`src/rtl/str2int.sv`:
```
// ---------------------------------------------------------------------------
// str2int : serial ASCII-decimal string to unsigned binary converter.
// One digit is consumed per clock, most significant digit first. Invalid
// characters and overflow raise a sticky error; overflow saturates the result.
// ---------------------------------------------------------------------------
module str2int #(
  parameter int pBitWidth = 16,
  parameter int pDigits   = 5
) (
  input  logic                   iClock,
  input  logic                   iReset,
  input  logic [8*pDigits-1:0]   iString,
  input  logic                   iStart,
  output logic [pBitWidth-1:0]   oBinary,
  output logic                   oDone,
  output logic                   oBusy,
  output logic                   oError
);

  localparam int CW = $clog2(pDigits + 1);
  localparam int EW = pBitWidth + 4;
  localparam logic [CW-1:0] LAST_CNT = CW'(pDigits - 1);
  localparam logic [EW-1:0] MAX_VAL  = {4'b0000, {pBitWidth{1'b1}}};

  typedef enum logic [1:0] {
    IDLE = 2'd0,
    CONV = 2'd1,
    DONE = 2'd2
  } state_t;

  state_t                 r_state;
  logic [8*pDigits-1:0]   r_shift;
  logic [pBitWidth-1:0]   r_acc;
  logic [CW-1:0]          r_cnt;
  logic                   r_err;
  logic                   r_ovf;

  logic [7:0]             w_byte;
  logic                   w_valid;
  logic [3:0]             w_digit;
  logic [EW-1:0]          w_acc_ext;
  logic [EW-1:0]          w_sum;
  logic [pBitWidth-1:0]   w_acc_next;
  logic                   w_ovf_next;
  logic                   w_err_next;

  // True for the ASCII characters '0'..'9'.
  function automatic logic is_digit(input logic [7:0] b);
    return (b >= 8'h30) && (b <= 8'h39);
  endfunction

  // Numeric value of an ASCII digit (only meaningful when is_digit holds).
  function automatic logic [3:0] digit_val(input logic [7:0] b);
    logic [7:0] d;
    d = b - 8'h30;
    return d[3:0];
  endfunction

  // Next accumulator value: acc*10 + digit at extended width, then saturate.
  always_comb begin
    w_byte    = r_shift[8*pDigits-1 -: 8];
    w_valid   = is_digit(w_byte);
    if (w_valid) begin
      w_digit = digit_val(w_byte);
    end else begin
      w_digit = 4'd0;
    end
    w_acc_ext = {4'b0000, r_acc};
    w_sum     = (w_acc_ext << 3) + (w_acc_ext << 1) + {{pBitWidth{1'b0}}, w_digit};
    // Once saturated, the value stays clamped for the rest of the string.
    if (r_ovf || (w_sum > MAX_VAL)) begin
      w_acc_next = {pBitWidth{1'b1}};
      w_ovf_next = 1'b1;
    end else begin
      w_acc_next = w_sum[pBitWidth-1:0];
      w_ovf_next = 1'b0;
    end
    w_err_next = r_err | ~w_valid | w_ovf_next;
  end

  // Control FSM with datapath and registered outputs.
  always_ff @(posedge iClock or negedge iReset) begin
    if (!iReset) begin
      r_state <= IDLE;
      r_shift <= '0;
      r_acc   <= '0;
      r_cnt   <= '0;
      r_err   <= 1'b0;
      r_ovf   <= 1'b0;
      oBinary <= '0;
      oDone   <= 1'b0;
      oBusy   <= 1'b0;
      oError  <= 1'b0;
    end else begin
      case (r_state)
        IDLE: begin
          oDone <= 1'b0;
          if (iStart) begin
            r_shift <= iString;
            r_acc   <= '0;
            r_cnt   <= '0;
            r_err   <= 1'b0;
            r_ovf   <= 1'b0;
            oBusy   <= 1'b1;
            r_state <= CONV;
          end else begin
            oBusy   <= 1'b0;
          end
        end
        CONV: begin
          r_acc   <= w_acc_next;
          r_err   <= w_err_next;
          r_ovf   <= w_ovf_next;
          r_shift <= {r_shift[8*pDigits-9:0], 8'h00};
          if (r_cnt == LAST_CNT) begin
            oBinary <= w_acc_next;
            oError  <= w_err_next;
            oDone   <= 1'b1;
            r_state <= DONE;
          end else begin
            r_cnt   <= r_cnt + CW'(1);
          end
        end
        DONE: begin
          oDone   <= 1'b0;
          oBusy   <= 1'b0;
          r_state <= IDLE;
        end
        default: begin
          oDone   <= 1'b0;
          oBusy   <= 1'b0;
          r_state <= IDLE;
        end
      endcase
    end
  end

endmodule
```
`config.mk`:
```
export PLATFORM = sky130hd
export DESIGN_NAME = str2int
export DESIGN_NICKNAME = d
export VERILOG_FILES = /design/src/rtl/str2int.sv
export SDC_FILE = /design/constraint.sdc
export NUM_CORES = 1
export LEC_CHECK = 0
export ABC_CLOCK_PERIOD_IN_PS = 3860
export CAP_MARGIN = 20
export CORE_ASPECT_RATIO = 0.8
export CORE_MARGIN = 5
export CORE_UTILIZATION = 35
export DETAILED_ROUTE_END_ITERATION = 10
export DONT_BUFFER_PORTS = 1
export PLACE_DENSITY = 0.53
export SYNTH_ARGS = -nofsm -noshare
export SYNTH_HDL_FRONTEND = slang
export SYNTH_SLANG_ARGS = --single-unit
```
`constraint.sdc`:
```
create_clock -name iClock -period 3.86 [get_ports iClock]
set_input_delay 0.579 -clock iClock [delete_from_list [all_inputs] [get_ports iClock]]
set_output_delay 0.579 -clock iClock [all_outputs]
set_load 0.05 [all_outputs]
```
==> summary.md, run 1 <==
| Metric | Value |
|---|---|
| # rows | 37 |
| Largest family of logic cells by synthesized area | compound AO/OA/AOI/OAI gates |
| Clock insertion delay at the later pin of the skew report | 0.33 ns |
| Routed vias | between 3,000 and 4,000 |
| Post-route ant nets | 0 |
| Initial Util | 0.357 |
| Die W | 138 um |
| CTS Buffer Depth | 2 |
| Highest clock rate | 270 MHz |
| Die Ht | 113 um |
| Global-route wire length before repair | approximately 18 mm |
| Ports | between 60 and 70 |
| WL per Instance | roughly 18 um |
| Share of cells above drive strength 1 | 0.163 |
| Vias in the first global route | about 3,200 |
| Final setup viols | 0 |
| Post-Synth Simple-Gate Area | 0.116 |
| Reg2Reg Setup Slack | 0.16 ns |
| FILL cells | approximately 1,300 |
| Worst-Margin Slew | roughly 1.0 ns |
| Clock Tree Root | clkbuf_16 |
| Clock-pin slew on the worst setup and hold paths | roughly 0.060 ns |
| Worst Skew | 0.00620 ns |
| Post-route DRC | 0 |
| FFs w/ async S/R, synth | 1.00 |
| Pin count of the biggest net entering global routing | 83 |
| DP HPWL | just over 8 mm |
| Setup tns final | 0 ns |
| DRT Pass-1 Iters | 5 |
| Critical Path AT | 3.91 ns |
| I/O Buffers | 0 |
| Most common cell after layout, fill and taps aside | dfrtp_1 |
| Routability cong. | 0.793 |
| Core ar. | 12,900 sq um |
| Share of the synthesized area in the top cell type | 0.446 |
| Synth Area in Compound Gates | 0.204 |
| Critical path class | reg -> reg |
| Routed vias/inst | 5.21 |
| # H-tree levels | 3 |
| Worst path cell trace | o21ai_1 > and4_2 > and2_4 > fa_2 > ha_4 > a211oi_2 > o21a_2 > a2111o_1 > mux2i_2 > nand4_4 > nor3_4 > buf_4 > clkbuf_16 > a21oi_2 |
| Clk sink count | 82 |
| Critical Path Fanout Max | 10 |
| Largest cells by area after synthesis | dfrtp_1, ha_1, mux2i_1 |
| Post-Synth Adder-Cell Area | 0.0985 |
| Slew margin rel. | 0.302 |
| Seq cells post-synth | 82 |
| Post-route cell area | 5390 sq um |
| Minimum clock period | 3.70 ns |
| Die area | about 16,000 sq um |
| Initial antenna violation count | 0 |
| Critical Path Start Type | flop |
| Tot GR Track Use | 0.147 |
| Post-synth EDFFs | 0 |
| Most frequent cells in the layout | dfrtp_1, o21ai_0, nand2_1, nor2_1, mux2i_1 |
| Max_cap viols | 0 |
| Post-synth top area cell | dfrtp_1 |
| Synth cell types | 58 |
| Total grt overflow | 0 |
| Post-Synthesis Cells | approximately 460 |
| Final Hold Fails | 0 |
| Antenna diodes | 0 |
| Initial DRC Count | 242 |
| CP max-delay cell | a2111o_1 |
| Post-synth top flop | dfrtp_1 |
| Post-synthesis sequential area ratio | 0.446 |
| Net count after synthesis | 539 |
| Outcome | complete, no violations |
| XOR/XNOR share of the synthesized area | 0.0267 |
| Min-Delay Path Class | in -> async |
| Required @ worst endpoint | 4.07 ns |
| Total number of yosys warnings | 0 |
| Total Wirelength | roughly 11 mm |
| CTS tree | yes |
| Synthesis-to-finish area growth | 17.1% |
| Period utilization | 0.959 |
| Max stage delay on crit path | 0.47 ns |
| Max-slew violation count | 0 |
| Post-synthesis mux area share | 0.0740 |
| CTS Buf Count | 9 |
| DP Area | a little under 5000 sq um |
| Syn avg cell area | 9.97 sq um |
| Nets | 544 |
| Cell area after synthesis | 4600 sq um |
| CP Capture Type | flop |
state kept, by name, summed over array words and instances (netlist names):
register and count:
oBusy 1, oBinary 16, oError 1, r_shift 40
r_acc 16, oDone 1, r_err 1, r_state 2
r_cnt 3, r_ovf 1
cells in the mapped netlist (2+ instances only):
master	instances
dfrtp_1	82
o21ai_0	55
nand2_1	51
nor2_1	35
mux2i_1	34
ha_1	33
a21oi_1	23
clkbuf_1	20
a21oi_2	10
xnor2_1	10
a22oi_1	9
a22o_1	8
inv_1	7
a211oi_1	5
nand3_1	5
nor4_1	5
o21ai_2	5
and2_1	4
o21ai_1	4
xor2_1	4
a21o_1	3
nand4_1	3
o21bai_1	3
a21o_2	2
buf_4	2
buf_6	2
clkbuf_2	2
fa_1	2
nor2b_1	2
o211ai_1	2
o21a_1	2
cell type report:
class | instances | area, sq um | share of cell area
multi-input combinational | 344 | 2510 | 0.467
sequential | 82 | 2050 | 0.381
timing repair buffer | 21 | 228 | 0.0423
clock buffer | 9 | 225 | 0.0418
tap | 175 | 219 | 0.0407
clock inverter | 7 | 118 | 0.0218
inverter | 8 | 30.0 | 0.00558
worst max-delay path, delay by kind of cell (launching register included):
family | cells | cell delay (ns)
AO/OA/AOI/OAI | 5 | 0.95
multiplexers | 1 | 0.26
AND/OR/NAND/NOR | 4 | 0.88
flip-flops | 1 | 0.40
adder cells (fa/ha/maj) | 2 | 0.74
buffers and inverters | 2 | 0.33
stage by stage:
step                      setup WS (ns)  hold WS, ns  std cells   util
final                             0.160        0.150        646  0.418
after global routing            -0.0443        0.175        646  0.418
after CTS                         0.118        0.166        636  0.402
after detailed placement          0.146        0.286        619  0.374
after global placement            0.207        0.285        619  0.374
after floorplan                   0.257        0.283        461      -
routing by layer:
layer  track usage  wire length [um]  share of wire  vias to the layer above
met4        0.0217                39         0.0034                        0
met1         0.225              5790           0.51                     1627
met5             0                 0              0                        -
met2         0.196              4800           0.42                       54
li1              -                 -              -                     1679
met3        0.0579               782          0.069                        4
worst paths after layout:
kind                                  start          end  cells past startpoint
max in group asynchronous            iReset  oBinary[10]                      1
worst min-delay path                 iReset   r_shift[5]                      1
min in group iClock              iString[0]   r_shift[0]                      1
worst min register to register  r_shift[22]  r_shift[22]                      2
worst max register to register  r_shift[33]   oBinary[0]                     14
worst max-delay path            r_shift[33]   oBinary[0]                     14
timing repair:
action	in CTS	in global routing
hold buffers	1	0
endpoints found under the setup margin	0	35
resized for setup	0	21
buffers inserted	0	9
hold endpoints to repair	82	0
logic make-up (layout without fill, tap and decap cells):
family / Yosys count / count (layout)
muxes: 34 / 34
buffers and inverters: 35 / 45
xor gates and xnor gates: 14 / 14
and+or+nand+nor: 116 / 116
AOI/OAI and AO/OA: 145 / 145
DFF: 82 / 82
adders and majority gates: 35 / 35
Power of run 1 is not shown: default switching activity piles up to over one toggle a cycle in this logic, so the estimate is an artifact.
==> inputs of run 2 (changes only) <==
--- a/config.mk
+++ b/config.mk
@@ -8,8 +8,8 @@
 export ABC_CLOCK_PERIOD_IN_PS = 3860
 export CAP_MARGIN = 20
 export CORE_ASPECT_RATIO = 0.8
-export CORE_MARGIN = 5
 export CORE_UTILIZATION = 35
+export CTS_CLUSTER_SIZE = 24
 export DETAILED_ROUTE_END_ITERATION = 10
 export DONT_BUFFER_PORTS = 1
 export PLACE_DENSITY = 0.53
==> run 2 against run 1 <==
Against the previous run: sequential share of layout area up 1.2 points; largest cell class unchanged; highest routed layer unchanged; first-iteration DRC count down 5.8%; non-clock buffer count decreased by 6; critical path depth down 1; die area fell by 12%; cell area shrank 3.0%; worst setup slack better by 0.067 ns; critical path type unchanged.
==> summary.md, run 2 (synthesis gave the netlist of run 1 again) <==
| Metric | Value |
|---|---|
| Clock insertion delay at the later pin of the skew report | 0.33 ns (about the same) |
| Reg2reg start | r_shift[33] |
| Die Ht | 105 um (-7.1%) |
| Dpl cells | 618 (-0.16%) |
| CTS Buf Count | 9 (unchanged) |
| Synthesis-to-finish area growth | 13.6% |
| WL per Instance | 16.9 um (-4.6%) |
| Critical Path Fanout Max | 21 (+11) |
| Area of the multi-input gates | 2450 sq um (-2.6%) |
| # H-tree levels | 3 (unchanged) |
| CTS tree | yes |
| Initial antenna violation count | 0 (unchanged) |
| Setup crit start | r_shift[33] |
| Min-Delay Path Class | in -> async |
| Max stage delay on crit path | 0.47 ns (about the same) |
| FILL cells | 1,283 (-0.078%) |
| Max_cap viols | 0 (unchanged) |
| Post-route ant nets | 0 (unchanged) |
| Critical Path Start Type | flop |
| Nets | 538 (-1.1%) |
| CP max-delay cell | fa_2 |
| Reg2reg path depth | 13 (-1) |
| Slew margin rel. | 0.362 (+0.0603) |
| Tot GR Track Use | 0.170 (+0.0230) |
| Minimum clock period | 3.63 ns (-0.0669 ns) |
| DP HPWL | 7.83 mm (-3.6%) |
| Post-route DRC | 0 (unchanged) |
| Clock-pin slew on the worst setup and hold paths | 0.06 ns (about the same) |
| Final setup viols | 0 (unchanged) |
| Period utilization | 0.941 (-0.0173) |
| Required @ worst endpoint | 4.07 ns (about the same) |
| Initial Util | 0.359 (+0.00129) |
| Worst-Margin Slew | 0.954 ns (-0.0931 ns) |
| Share of cells above drive strength 1 | 0.134 (-0.0299) |
| Routability cong. | 0.852 (+7.4%) |
| # rows | 37 (unchanged) |
| CP Capture Type | flop |
| Largest registers | r_shift (40), oBinary (16), r_acc (16) |
| DRT Pass-1 Iters | 4 (-1) |
| Setup tns final | 0 ns (unchanged) |
| Worst path cell trace | o21ai_0 > and4_4 > and2_1 > fa_2 > ha_1 > a211oi_1 > o21a_2 > a2111o_1 > mux2i_2 > nand4_4 > nor3_4 > buf_12 > o21ai_0 |
| Worst Skew | 0.00584 ns (-0.000359 ns) |
| Outcome | complete, no violations |
| Clk sink count | 82 (unchanged) |
| Post-Layout Cell Count | 639 (-1.1%) |
| Critical path class | reg -> reg |
| Buf/Inv on CP | 1 (-1) |
| I/O Buffers | 0 (unchanged) |
| Crit-path leading delay family | compound AO/OA/AOI/OAI gates |
| Clock Tree Root | clkbuf_16 |
| Most common cell after layout, fill and taps aside | dfrtp_1 |
| Final Hold Fails | 0 (unchanged) |
| Max-slew violation count | 0 (unchanged) |
| Die area | 13,600 sq um (-12%) |
| CTS Buffer Depth | 2 (unchanged) |
| Worst R2R End | r_acc[2] |
| Post-layout util | 0.407 (-0.0110) |
| Core ar. | 12,800 sq um (-0.36%) |
| Most frequent cells in the layout | dfrtp_1, o21ai_0, nand2_1, nor2_1 |
| Antenna diodes | 0 (unchanged) |
| Critical Path AT | 3.84 ns (-0.07 ns) |
| Largest register FFs | 40 (unchanged) |
| Pin count of the biggest net entering global routing | 83 (unchanged) |
| Total grt overflow | 0 (unchanged) |
| Reg2Reg Setup Slack | 0.23 ns (+0.07 ns) |
| Highest clock rate | 275 MHz (+1.8%) |
| Routed vias/inst | 5.22 (+0.16%) |
| Sequential Area | 2050 sq um (unchanged) |
| Crit-path most repeated cell | o21ai_0 |
| Initial DRC Count | 228 (-5.8%) |
| Die W | 130 um (-5.8%) |
| Vias in the first global route | 3,299 (+3.3%) |
| Total Wirelength | 10.8 mm (-5.6%) |
| Routed vias | 3,333 (-0.92%) |
| Global-route wire length before repair | 17.8 mm (-3.3%) |
| Top reg by flops | r_shift |
| Ports | 62 (unchanged) |
[run 2: cell count changes in the layout (fill, tap and decap cells not counted), sizes merged]
cell | previous run | this run
bufinv | 3 | 1
clkbuf | 10 | 14
clkinv | 5 | 1
buf | 20 | 15
[run 2: per-stage QoR]
step	area, sq um	worst slack [ns]	hold slack [ns]
6_report	5230	0.227	0.142
5_1_grt	5230	-0.00831	0.161
4_1_cts	5140	0.0153	0.160
3_5_place_dp	4790	0.0585	0.285
3_3_place_gp	4790	0.187	0.285
2_1_floorplan	4600	0.257	0.283
[run 2: final cells by class]
| type | instances | area share |
|---|---|---|
| repair buffers | 15 | 0.0292 |
| flip-flops and latches | 82 | 0.393 |
| clock inverters | 1 | 0.00575 |
| multi-input cells | 344 | 0.468 |
| well taps | 175 | 0.0419 |
| clock buffers | 14 | 0.0563 |
| inverters | 8 | 0.00575 |
[run 2: layer usage]
metal  up-vias  GRT usage  share of wire  routed length, um
li1       1665          -              -                  -
met1      1602      0.255           0.51               5480
met2        54      0.229           0.42               4530
met3        12     0.0581          0.060                641
met4         0     0.0424          0.011                114
met5         -          0              0                  0
[run 2: worst max path at each step]
| stage | cells after the start | endpoint | slack (ns) |
|---|---|---|---|
| after floorplan | 14 | oBinary[10] | 0.26 |
| after global placement | 12 | r_acc[13] | 0.19 |
| after detailed placement | 13 | r_acc[9] | 0.06 |
| after CTS | 13 | r_acc[9] | 0.02 |
| after global routing | 12 | oBinary[14] | -0.008 |
| final | 13 | r_acc[2] | 0.23 |
[run 2: repair_timing]
| item | in CTS | in global routing |
|---|---|---|
| setup buffers | 0 | 4 |
| gates resized for setup | 0 | 10 |
| hold buffers | 1 | 0 |
| endpoints found under the setup margin | 0 | 35 |
| endpoints found under the hold margin | 82 | 0 |
Power of run 2 is left out for the same reason.
==> inputs of run 3 (changes only) <==
--- a/config.mk
+++ b/config.mk
@@ -7,12 +7,12 @@
 export LEC_CHECK = 0
 export ABC_CLOCK_PERIOD_IN_PS = 3860
 export CAP_MARGIN = 20
-export CORE_ASPECT_RATIO = 0.8
 export CORE_UTILIZATION = 35
 export CTS_CLUSTER_SIZE = 24
 export DETAILED_ROUTE_END_ITERATION = 10
 export DONT_BUFFER_PORTS = 1
 export PLACE_DENSITY = 0.53
+export RECOVER_POWER = 100
 export SYNTH_ARGS = -nofsm -noshare
 export SYNTH_HDL_FRONTEND = slang
 export SYNTH_SLANG_ARGS = --single-unit
==> run 3 against run 2 <==
Against the previous run: the flow now finishes with violations (capacitance limit, slew limit); die area about the same; sequential cell count unchanged; worst hold slack improved by 0.22 ns; core utilization up 0.098 points; clock skew increased by 0.0029 ns; fmax decreased by 1.9%; register-to-register slack lost 0.07 ns; cell area is 0.55% lower; critical path type unchanged.
==> summary.md, run 3 (synthesis gave the netlist of run 1 again) <==
| Metric | Value |
|---|---|
| Global-route wire length before repair | 17.7 mm (-0.31%) |
| Hold depth | 1 |
| Tot GR Track Use | 0.172 (+0.00230) |
| I/O Buffers | 0 (unchanged) |
| Core ar. | 12,700 sq um (-0.79%) |
| Clock Tree Root | clkbuf_16 |
| FILL cells | 1,311 (+2.2%) |
| Nets | 537 (-0.19%) |
| Routed vias/inst | 5.42 (+3.8%) |
| Critical Path AT | 3.89 ns (+0.05 ns) |
| Period utilization | 0.960 (+0.0183) |
| Max-slew violation count | 83 (+83) |
| Hold WS | 0.366 ns (+0.223 ns) |
| RSZ-0062 raised after global routing | no |
| # H-tree levels | 3 (unchanged) |
| Slew margin rel. | -0.375 (-0.737) |
| Clock-pin slew on the worst setup and hold paths | 0.07 ns (about the same) |
| WL per Instance | 17.4 um (+3.0%) |
| Final Hold Fails | 0 (unchanged) |
| DRT Pass-1 Iters | 5 (+1) |
| Critical Path Fanout Max | 5 (-76%) |
| Worst Skew | 0.00871 ns (+0.00287 ns) |
| Die Ht | 117 um (+12%) |
| Share of cells above drive strength 1 | 0.123 (-0.0108) |
| Total grt overflow | 0 (unchanged) |
| Initial DRC Count | 143 (-37%) |
| Critical path class | reg -> reg |
| Worst-Margin Slew | 2.06 ns (+1.11 ns) |
| Die W | 117 um (-10%) |
| Hold endpoint | r_shift[4] |
| Outcome | finished, violations left |
| Max_cap viols | 1 (+1) |
| Antenna diodes | 0 (unchanged) |
| Failing checks | capacitance limit, slew limit |
| Critical Path Start Type | flop |
| DP HPWL | 7.48 mm (-4.4%) |
| HP Start | iString[4] |
| Highest clock rate | 270 MHz (-1.9%) |
| Initial Util | 0.361 (+0.00286) |
| Final setup viols | 0 (unchanged) |
| Min-Delay Path Class | in -> reg |
| Minimum clock period | 3.70 ns (+0.0706 ns) |
| CP Capture Type | flop |
| Ports | 62 (unchanged) |
| Routed vias | 3,445 (+3.4%) |
| Worst R2R End | r_acc[9] |
| Vias in the first global route | 3,477 (+5.4%) |
| CTS Buf Count | 9 (unchanged) |
| Required @ worst endpoint | 4.04 ns (-0.03 ns) |
| Reg2Reg Setup Slack | 0.16 ns (-0.07 ns) |
| Top reg by flops | r_shift |
| Largest register FFs | 40 (unchanged) |
| Die area | 13,600 sq um (about the same) |
| Post-route ant nets | 0 (unchanged) |
| CTS tree | yes |
| Most common cell after layout, fill and taps aside | dfrtp_1 |
| Initial antenna violation count | 0 (unchanged) |
| Reg2reg start | r_shift[33] |
| # rows | 41 (+11%) |
| Routability cong. | 0.876 (+2.8%) |
| Reg2reg path depth | 13 (unchanged) |
| Clock insertion delay at the later pin of the skew report | 0.34 ns (about the same) |
| Pin count of the biggest net entering global routing | 83 (unchanged) |
| Total Wirelength | 11.0 mm (+2.5%) |
| CTS Buffer Depth | 2 (unchanged) |
| Largest registers | r_shift (40), oBinary (16), r_acc (16) |
| Synthesis-to-finish area growth | 13.0% |
| Post-route DRC | 0 (unchanged) |
| Most frequent cells in the layout | dfrtp_1, o21ai_0, nand2_1, nor2_1, mux2i_1 |
| Clk sink count | 82 (unchanged) |
[run 3: cell count changes in the layout (fill, tap and decap cells not counted), moves of 5 or more]
cell | before | now
a21oi_1 | 22 | 31
a21oi_2 | 11 | 2
buf_4 | 12 | 5
clkbuf_8 | 5 | 0
[run 3: how the worst max path moves through the flow]
| stage | cells after the start | startpoint | end |
|---|---|---|---|
| 6_report | 13 | r_shift[33] | r_acc[9] |
| 5_1_grt | 13 | r_shift[33] | r_acc[3] |
| 4_1_cts | 12 | r_shift[33] | r_acc[9] |
| 3_5_place_dp | 12 | r_shift[33] | r_acc[9] |
| 3_3_place_gp | 12 | r_shift[33] | r_acc[9] |
| 2_1_floorplan | 14 | r_shift[33] | oBinary[10] |
[run 3: layout make-up]
cell class / instances / area [sq um] / share of cell area
Clock inverter: 7 / 77.6 / 0.0149
Timing Repair Buffer: 14 / 141 / 0.0272
Inverter: 8 / 30.0 / 0.00578
Multi-Input combinational cell: 344 / 2450 / 0.472
Sequential cell: 82 / 2050 / 0.395
Tap cell: 172 / 215 / 0.0414
Clock buffer: 9 / 225 / 0.0433
[run 3: through the flow]
step	cell area, sq um	setup TNS, ns	setup WS (ns)	utilization	cells
finish	5200	0	0.156	0.408	636
global route	5200	0	0.000510	0.408	636
CTS	5090	-0.0163	-0.0130	0.400	629
detailed placement	4760	0	0.00122	0.374	612
global placement	4760	0	0.0493	0.374	612
floorplan	4600	0	0.257	-	461
[run 3: critical path: stages (launching register included)]
cell,delay [ns]
dfrtp_1,0.39
o21ai_1,0.16
and4_4,0.24
and2_1,0.14
fa_2,0.48
ha_4,0.29
a211oi_1,0.07
o21a_2,0.24
a2111o_1,0.45
mux2i_2,0.25
nand4_4,0.16
clkbuf_1,0.17
nor4_2,0.36
o21ai_0,0.13
[run 3: per-layer routing]
metal / GRT usage / vias to the layer above / wire length, um
met5: 0 / - / 0
met3: 0.0607 / 18 / 817
met1: 0.209 / 1676 / 4770
met4: 0.0743 / 0 / 242
met2: 0.277 / 90 / 5210
li1: - / 1661 / -
[run 3: timing repair]
| item | 4_1_cts | 5_1_grt |
|---|---|---|
| endpoints found under the hold margin | 82 | 0 |
| gates resized for setup | 0 | 19 |
| endpoints found under the setup margin | 2 | 35 |
| setup buffers | 0 | 5 |
| cloned | 0 | 2 |
| pin swaps | 0 | 2 |
| hold buffers | 1 | 0 |
Power of run 3 is left out for the same reason.
==> variant 1: new RTL, flow settings as in run 2 <==
Register the output `oBinary` once more, cleared by the reset; this adds one clock of latency there. The other outputs are not delayed to match.
--- a/src/rtl/str2int.sv
+++ b/src/rtl/str2int.sv
@@ -27,6 +27,8 @@
     CONV = 2'd1,
     DONE = 2'd2
   } state_t;
+
+  logic [pBitWidth-1:0] oBinary_s0;
 
   state_t                 r_state;
   logic [8*pDigits-1:0]   r_shift;
@@ -87,7 +89,7 @@
       r_cnt   <= '0;
       r_err   <= 1'b0;
       r_ovf   <= 1'b0;
-      oBinary <= '0;
+      oBinary_s0 <= '0;
       oDone   <= 1'b0;
       oBusy   <= 1'b0;
       oError  <= 1'b0;
@@ -113,7 +115,7 @@
           r_ovf   <= w_ovf_next;
           r_shift <= {r_shift[8*pDigits-9:0], 8'h00};
           if (r_cnt == LAST_CNT) begin
-            oBinary <= w_acc_next;
+            oBinary_s0 <= w_acc_next;
             oError  <= w_err_next;
             oDone   <= 1'b1;
             r_state <= DONE;
@@ -135,4 +137,12 @@
     end
   end
 
+  always_ff @(posedge iClock or negedge iReset) begin
+    if (!iReset) begin
+      oBinary <= '0;
+    end else begin
+      oBinary <= oBinary_s0;
+    end
+  end
+
 endmodule
Formal check against the unedited RTL: not equivalent (a bounded check fails within 10 cycles, from zero or initial values and one cycle with iReset low).
==> variant 1 against run 2 <==
- sequential cell count up 16
- routed wire length about the same
- area after synthesis up 5.5%
- final area up 3.7%
- core utilization down 0.77 points
- worst setup slack worse by 0.060 ns
- critical endpoint unchanged
- first-iteration DRC count down 12%
- highest routed layer unchanged
Power is left out: the tool's default activity adds up to more than one toggle a clock period on the data nets, which glitch-free logic cannot reach.
==> variant 1: results (changes against run 2) <==
[finish]
regMostFlops = r_shift  ; unchanged
drive_gt1_share_pct = 8.261  ; was 13.36%
instances_no_fill = 640  ; was 639
largest_register_ffs = 40  ; unchanged
final_nets = 533  ; was 538

[critical_path]
crit_arrival_ns = 3.92  ; was 3.84 ns
critPathMaxStageDelay_ns = 0.47  ; about the same
cp_max_fo = 8  ; was 21
reg2reg_to = r_acc[2]$_DFFE_PN0P_  ; unchanged
cp_top_family = compound AO/OA/AOI/OAI gates  ; unchanged
rr_startpoint = r_shift[33]$_DFFE_PN0P_  ; unchanged
slowest_stage = fa_1  ; was fa_2
r2r_slack_ns = 0.17  ; was 0.23 ns
reg2reg_depth = 13  ; unchanged

[route]
drt-initial-drc-count = 201  ; was 228
drt-pass1-iter-count = 4  ; unchanged
drt-total-wl_mm = 10.78  ; was 10.77 mm
vias = 3375  ; was 3333

[clock_network]
insertion_delay_ns = 0.35  ; was 0.33 ns
clock_path_buffers = 2  ; unchanged
clk_root_buffer_cell = clkbuf_16  ; unchanged
clk_pin_slew_ns = 0.07
cts_setup_buffers = 0  ; unchanged
cts_made_buffers = 9  ; unchanged
cts.htree.levels = 3  ; unchanged

[yosys]
ys_seq_area_share_pct = 50.55  ; was 44.63%
synth_fa_ha_area_share_pct = 9.337  ; was 9.850%
synth_compound_area_share_pct = 16.92  ; was 20.44%
synth.distinct_cells = 47  ; was 58
synth_mux_area_share_pct = 6.809  ; was 7.401%
synthXorXnorAreaFrac_pct = 2.347  ; was 2.667%
yosysWarnings = 0  ; unchanged
synth_area_leaders = dfrtp_1 51%, ha_1 8.5%, mux2i_1 6.8%, o21ai_0 4.4%, nand2_1 4.4%  ; was dfrtp_1 45%, ha_1 9.0%, mux2i_1 7.4%, o21ai_0 6.0%, nand2_1 4.2%
postSynthNetCount = 536  ; was 539
async_reset_ff_share_pct = 100.0  ; unchanged
yosys-top-cells-count = 98 x dfrtp_1, 57 x nand2_1, 43 x o21ai_0  ; was 82 x dfrtp_1, 55 x o21ai_0, 51 x nand2_1
syn_avg_cell_area_um2 = 10.59  ; was 9.974 um^2

[placement]
numPortBuffers = 0  ; unchanged
gp_congestion = 0.8454  ; was 0.8516
post-place-ws_ns = 0.03043  ; was 0.05847 ns
dpl-instance-area_um2 = 5071  ; was 4790 um^2
dpl.cell_count = 623  ; was 618
post-dp-hpwl_mm = 7.485  ; was 7.833 mm

[grt]
grt_pass1_wl_mm = 17.70  ; was 17.77 mm
grt_max_degree = 99  ; was 83
grtUsageTotal_pct = 15.84  ; was 17.00%
grt_pass1_vias = 3269  ; was 3299

[run_status]
status = complete, no violations  ; unchanged

[sta]
skew_ns = 0.01216  ; was 0.005838 ns
holdWs_ns = 0.1425  ; was 0.1423 ns
slew_headroom_pct = 41.15  ; was 36.22%

[min_path]
hold_class = input port to asynchronous set/reset pin  ; unchanged

[floorplan]
std_cell_rows = 38  ; was 37

-- variant 1: cell count changes after synthesis, sizes merged, moves of 7 or more --
cell	run 2	this run
dfrtp	82	98
o211ai	2	10
o21ai	64	45
a221o	1	8
a22oi	9	0
a31oi	1	9
-- variant 1: per-layer routing --
metal	GRT usage, %	routed length [um]	vias to the layer above	part of all wire [%]
li1	-	-	1643	-
met1	23.82	5587	1652	52
met2	22.81	4642	73	43
met3	3.719	458	7	4.2
met4	3.409	93	0	0.86
met5	0	0	-	0
-- variant 1: worst max-delay path by stage --
stage                     slack (ns)                    start  cells past startpoint              endpoint
after CTS                       0.02  r_shift[33]$_DFFE_PN0P_                     14  r_acc[4]$_DFFE_PN0P_
final                           0.17  r_shift[33]$_DFFE_PN0P_                     13  r_acc[2]$_DFFE_PN0P_
after global placement          0.12  r_shift[33]$_DFFE_PN0P_                     13  r_acc[1]$_DFFE_PN0P_
after global routing           -0.02  r_shift[33]$_DFFE_PN0P_                     14  r_acc[7]$_DFFE_PN0P_
after detailed placement        0.03  r_shift[33]$_DFFE_PN0P_                     14  r_acc[4]$_DFFE_PN0P_
after floorplan                 0.20  r_shift[33]$_DFFE_PN0P_                     13  r_acc[3]$_DFFE_PN0P_
-- variant 1: repair_timing --
| item | CTS | global route |
|---|---|---|
| endpoints found under the setup margin | 15 | 35 |
| hold buffers | 1 | 0 |
| pin swaps | 0 | 1 |
| endpoints found under the hold margin | 98 | 0 |
| resized for setup | 1 | 5 |
-- variant 1: cell type report --
cell class / count / area [um^2]
multi-input cells: 331 / 2316
repair buffers: 9 / 112.6
clock buffers: 9 / 225.2
inverters: 6 / 22.52
clock inverters: 7 / 62.56
well taps: 180 / 225.2
flip-flops and latches: 98 / 2452
fillers: 1325 / 8134
==> variant 2: new RTL, flow settings as in run 2 <==
Without the edit above. Change the parameter `pDigits` from 5 to 4.
--- a/src/rtl/str2int.sv
+++ b/src/rtl/str2int.sv
@@ -5,7 +5,7 @@
 // ---------------------------------------------------------------------------
 module str2int #(
   parameter int pBitWidth = 16,
-  parameter int pDigits   = 5
+  parameter int pDigits   = 4
 ) (
   input  logic                   iClock,
   input  logic                   iReset,
Ports: changed (resized iString); port bits go from 62 to 54. No check against the original RTL was run, so the function may have changed too.
==> variant 2 against run 2 <==
- the flow now finishes with violations (DRC)
- final area fell by 9.3%
- sequential cell count down 8
- sequential share of layout area fell by 0.20 points
- clock skew hardly changed
- routed wire length shrank 7.9%
- worst setup slack improved by 0.0055 ns
- worst hold slack lost 0.014 ns
- count of clock-buffer cells in the layout shrank 4
- first-iteration DRC count grew 5.3%
- area after synthesis decreased by 7.5%
- final cell count fell by 8.1%
Power is left out: the tool's default activity adds up to more than one toggle a clock period on the data nets, which glitch-free logic cannot reach.
==> variant 2: results (changes against run 2) <==
[route]
drc = 2  ; was 0
drt-total-wl_mm = 9.922  ; was 10.77 mm
drt-initial-drc-count = 240  ; was 228
vias = 3153  ; was 3333
drt-pass1-iter-count = 7  ; was 4

[placement]
post-dp-hpwl_mm = 6.867  ; was 7.833 mm
gp_congestion = 0.7871  ; was 0.8516

[finish]
clock_buffers = 10  ; was 14
num-nonclk-buffers = 10  ; was 15
multi_input_area_share_pct = 47.81  ; was 46.84%
largestRegisters = r_shift (32), oBinary (16), r_acc (16)  ; was r_shift (40), oBinary (16), r_acc (16)
regArea_um2 = 1852  ; was 2052 um^2
drive_gt1_share_pct = 8.428  ; was 13.36%
buffer_area_share_pct = 2.165  ; was 2.921%
final_nets = 504  ; was 538
clk_share_pct = 6.415  ; was 6.202%
fillers = 1152  ; was 1283
seq_cell_count = 74  ; was 82

[critical_path]
cp_max_fo = 17  ; was 21
crit_arrival_ns = 3.83  ; was 3.84 ns
reg2reg_to = r_acc[3]$_DFFE_PN0P_  ; was r_acc[2]$_DFFE_PN0P_
rr_startpoint = r_shift[25]$_DFFE_PN0P_  ; was r_shift[33]$_DFFE_PN0P_
slowest_stage = fa_1  ; was fa_2

[sta]
skew_ns = 0.005869  ; was 0.005838 ns
worst_pin_slew_ns = 0.7788  ; was 0.9541 ns

[grt]
antenna_found_initial = 0  ; unchanged
grt_pass1_wl_mm = 16.01  ; was 17.77 mm
grt_pass1_vias = 3026  ; was 3299
grt_max_degree = 75  ; was 83

[run_status]
violations = DRC
status = finished with violations  ; was complete, no violations

[run]
maxCapViolCount = 0  ; unchanged

[yosys]
synth.distinct_cells = 48  ; was 58
synth_area_leaders = dfrtp_1 44%, ha_1 9.7%, mux2i_1 6.4%, a21oi_1 5.3%, a31oi_1 4.6%  ; was dfrtp_1 45%, ha_1 9.0%, mux2i_1 7.4%, o21ai_0 6.0%, nand2_1 4.2%
yosys-top-cells-count = 74 x dfrtp_1, 45 x a21oi_1, 44 x nor2_1  ; was 82 x dfrtp_1, 55 x o21ai_0, 51 x nand2_1
ys_seq_area_share_pct = 43.56  ; was 44.63%
postSynthNetCount = 512  ; was 539

-- variant 2: cell count changes after synthesis, sizes merged, moves of 8 or more --
cell   change
dfrtp      -8
a31oi     +30
a21oi     +12
o21ai     -32
nand2     -11
nor2       +9
-- variant 2: logic make-up after synthesis --
kind of cell,share of synthesized area (%)
and+or+nand+nor,11.42
adders and majority gates,10.65
xor gates and xnor gates,2.884
AOI/OAI and AO/OA,20.84
buffers and inverters,4.032
muxes,6.622
DFF,43.56
-- variant 2: through the flow --
step	util (%)	hold WS (ns)	std cells	instance area, um^2	setup slack, ns
after global routing	40.54	0.1452	587	4740	0.01738
after floorplan	-	0.2834	442	4252	0.2318
final	40.54	0.1279	587	4740	0.2320
after CTS	40.34	0.1333	587	4717	0.08571
after detailed placement	37.51	0.2852	570	4385	0.09674
after global placement	37.51	0.2849	570	4385	0.1610
-- variant 2: worst max-delay path by stage --
stage	from	cells past startpoint	to
final	r_shift[25]$_DFFE_PN0P_	13	r_acc[3]$_DFFE_PN0P_
after global routing	r_shift[25]$_DFFE_PN0P_	13	r_acc[7]$_DFFE_PN0P_
after CTS	r_shift[25]$_DFFE_PN0P_	13	oError$_DFFE_PN0P_
after detailed placement	r_shift[25]$_DFFE_PN0P_	13	oError$_DFFE_PN0P_
after global placement	r_shift[25]$_DFFE_PN0P_	13	oError$_DFFE_PN0P_
after floorplan	r_shift[25]$_DFFE_PN0P_	13	r_ovf$_DFFE_PN0P_
-- variant 2: layer usage --
layer	wire length, um	vias up	track usage [%]
li1	-	1590	-
met1	5082	1493	23.36
met2	4226	59	23.94
met3	470	11	4.618
met4	142	0	5.722
met5	0	-	0
-- variant 2: what timing repair did --
item                                    in CTS  in global routing
gates resized for setup                      0                  4
hold buffers                                 1                  0
endpoints found under the setup margin       0                 35
endpoints found under the hold margin       74                  0
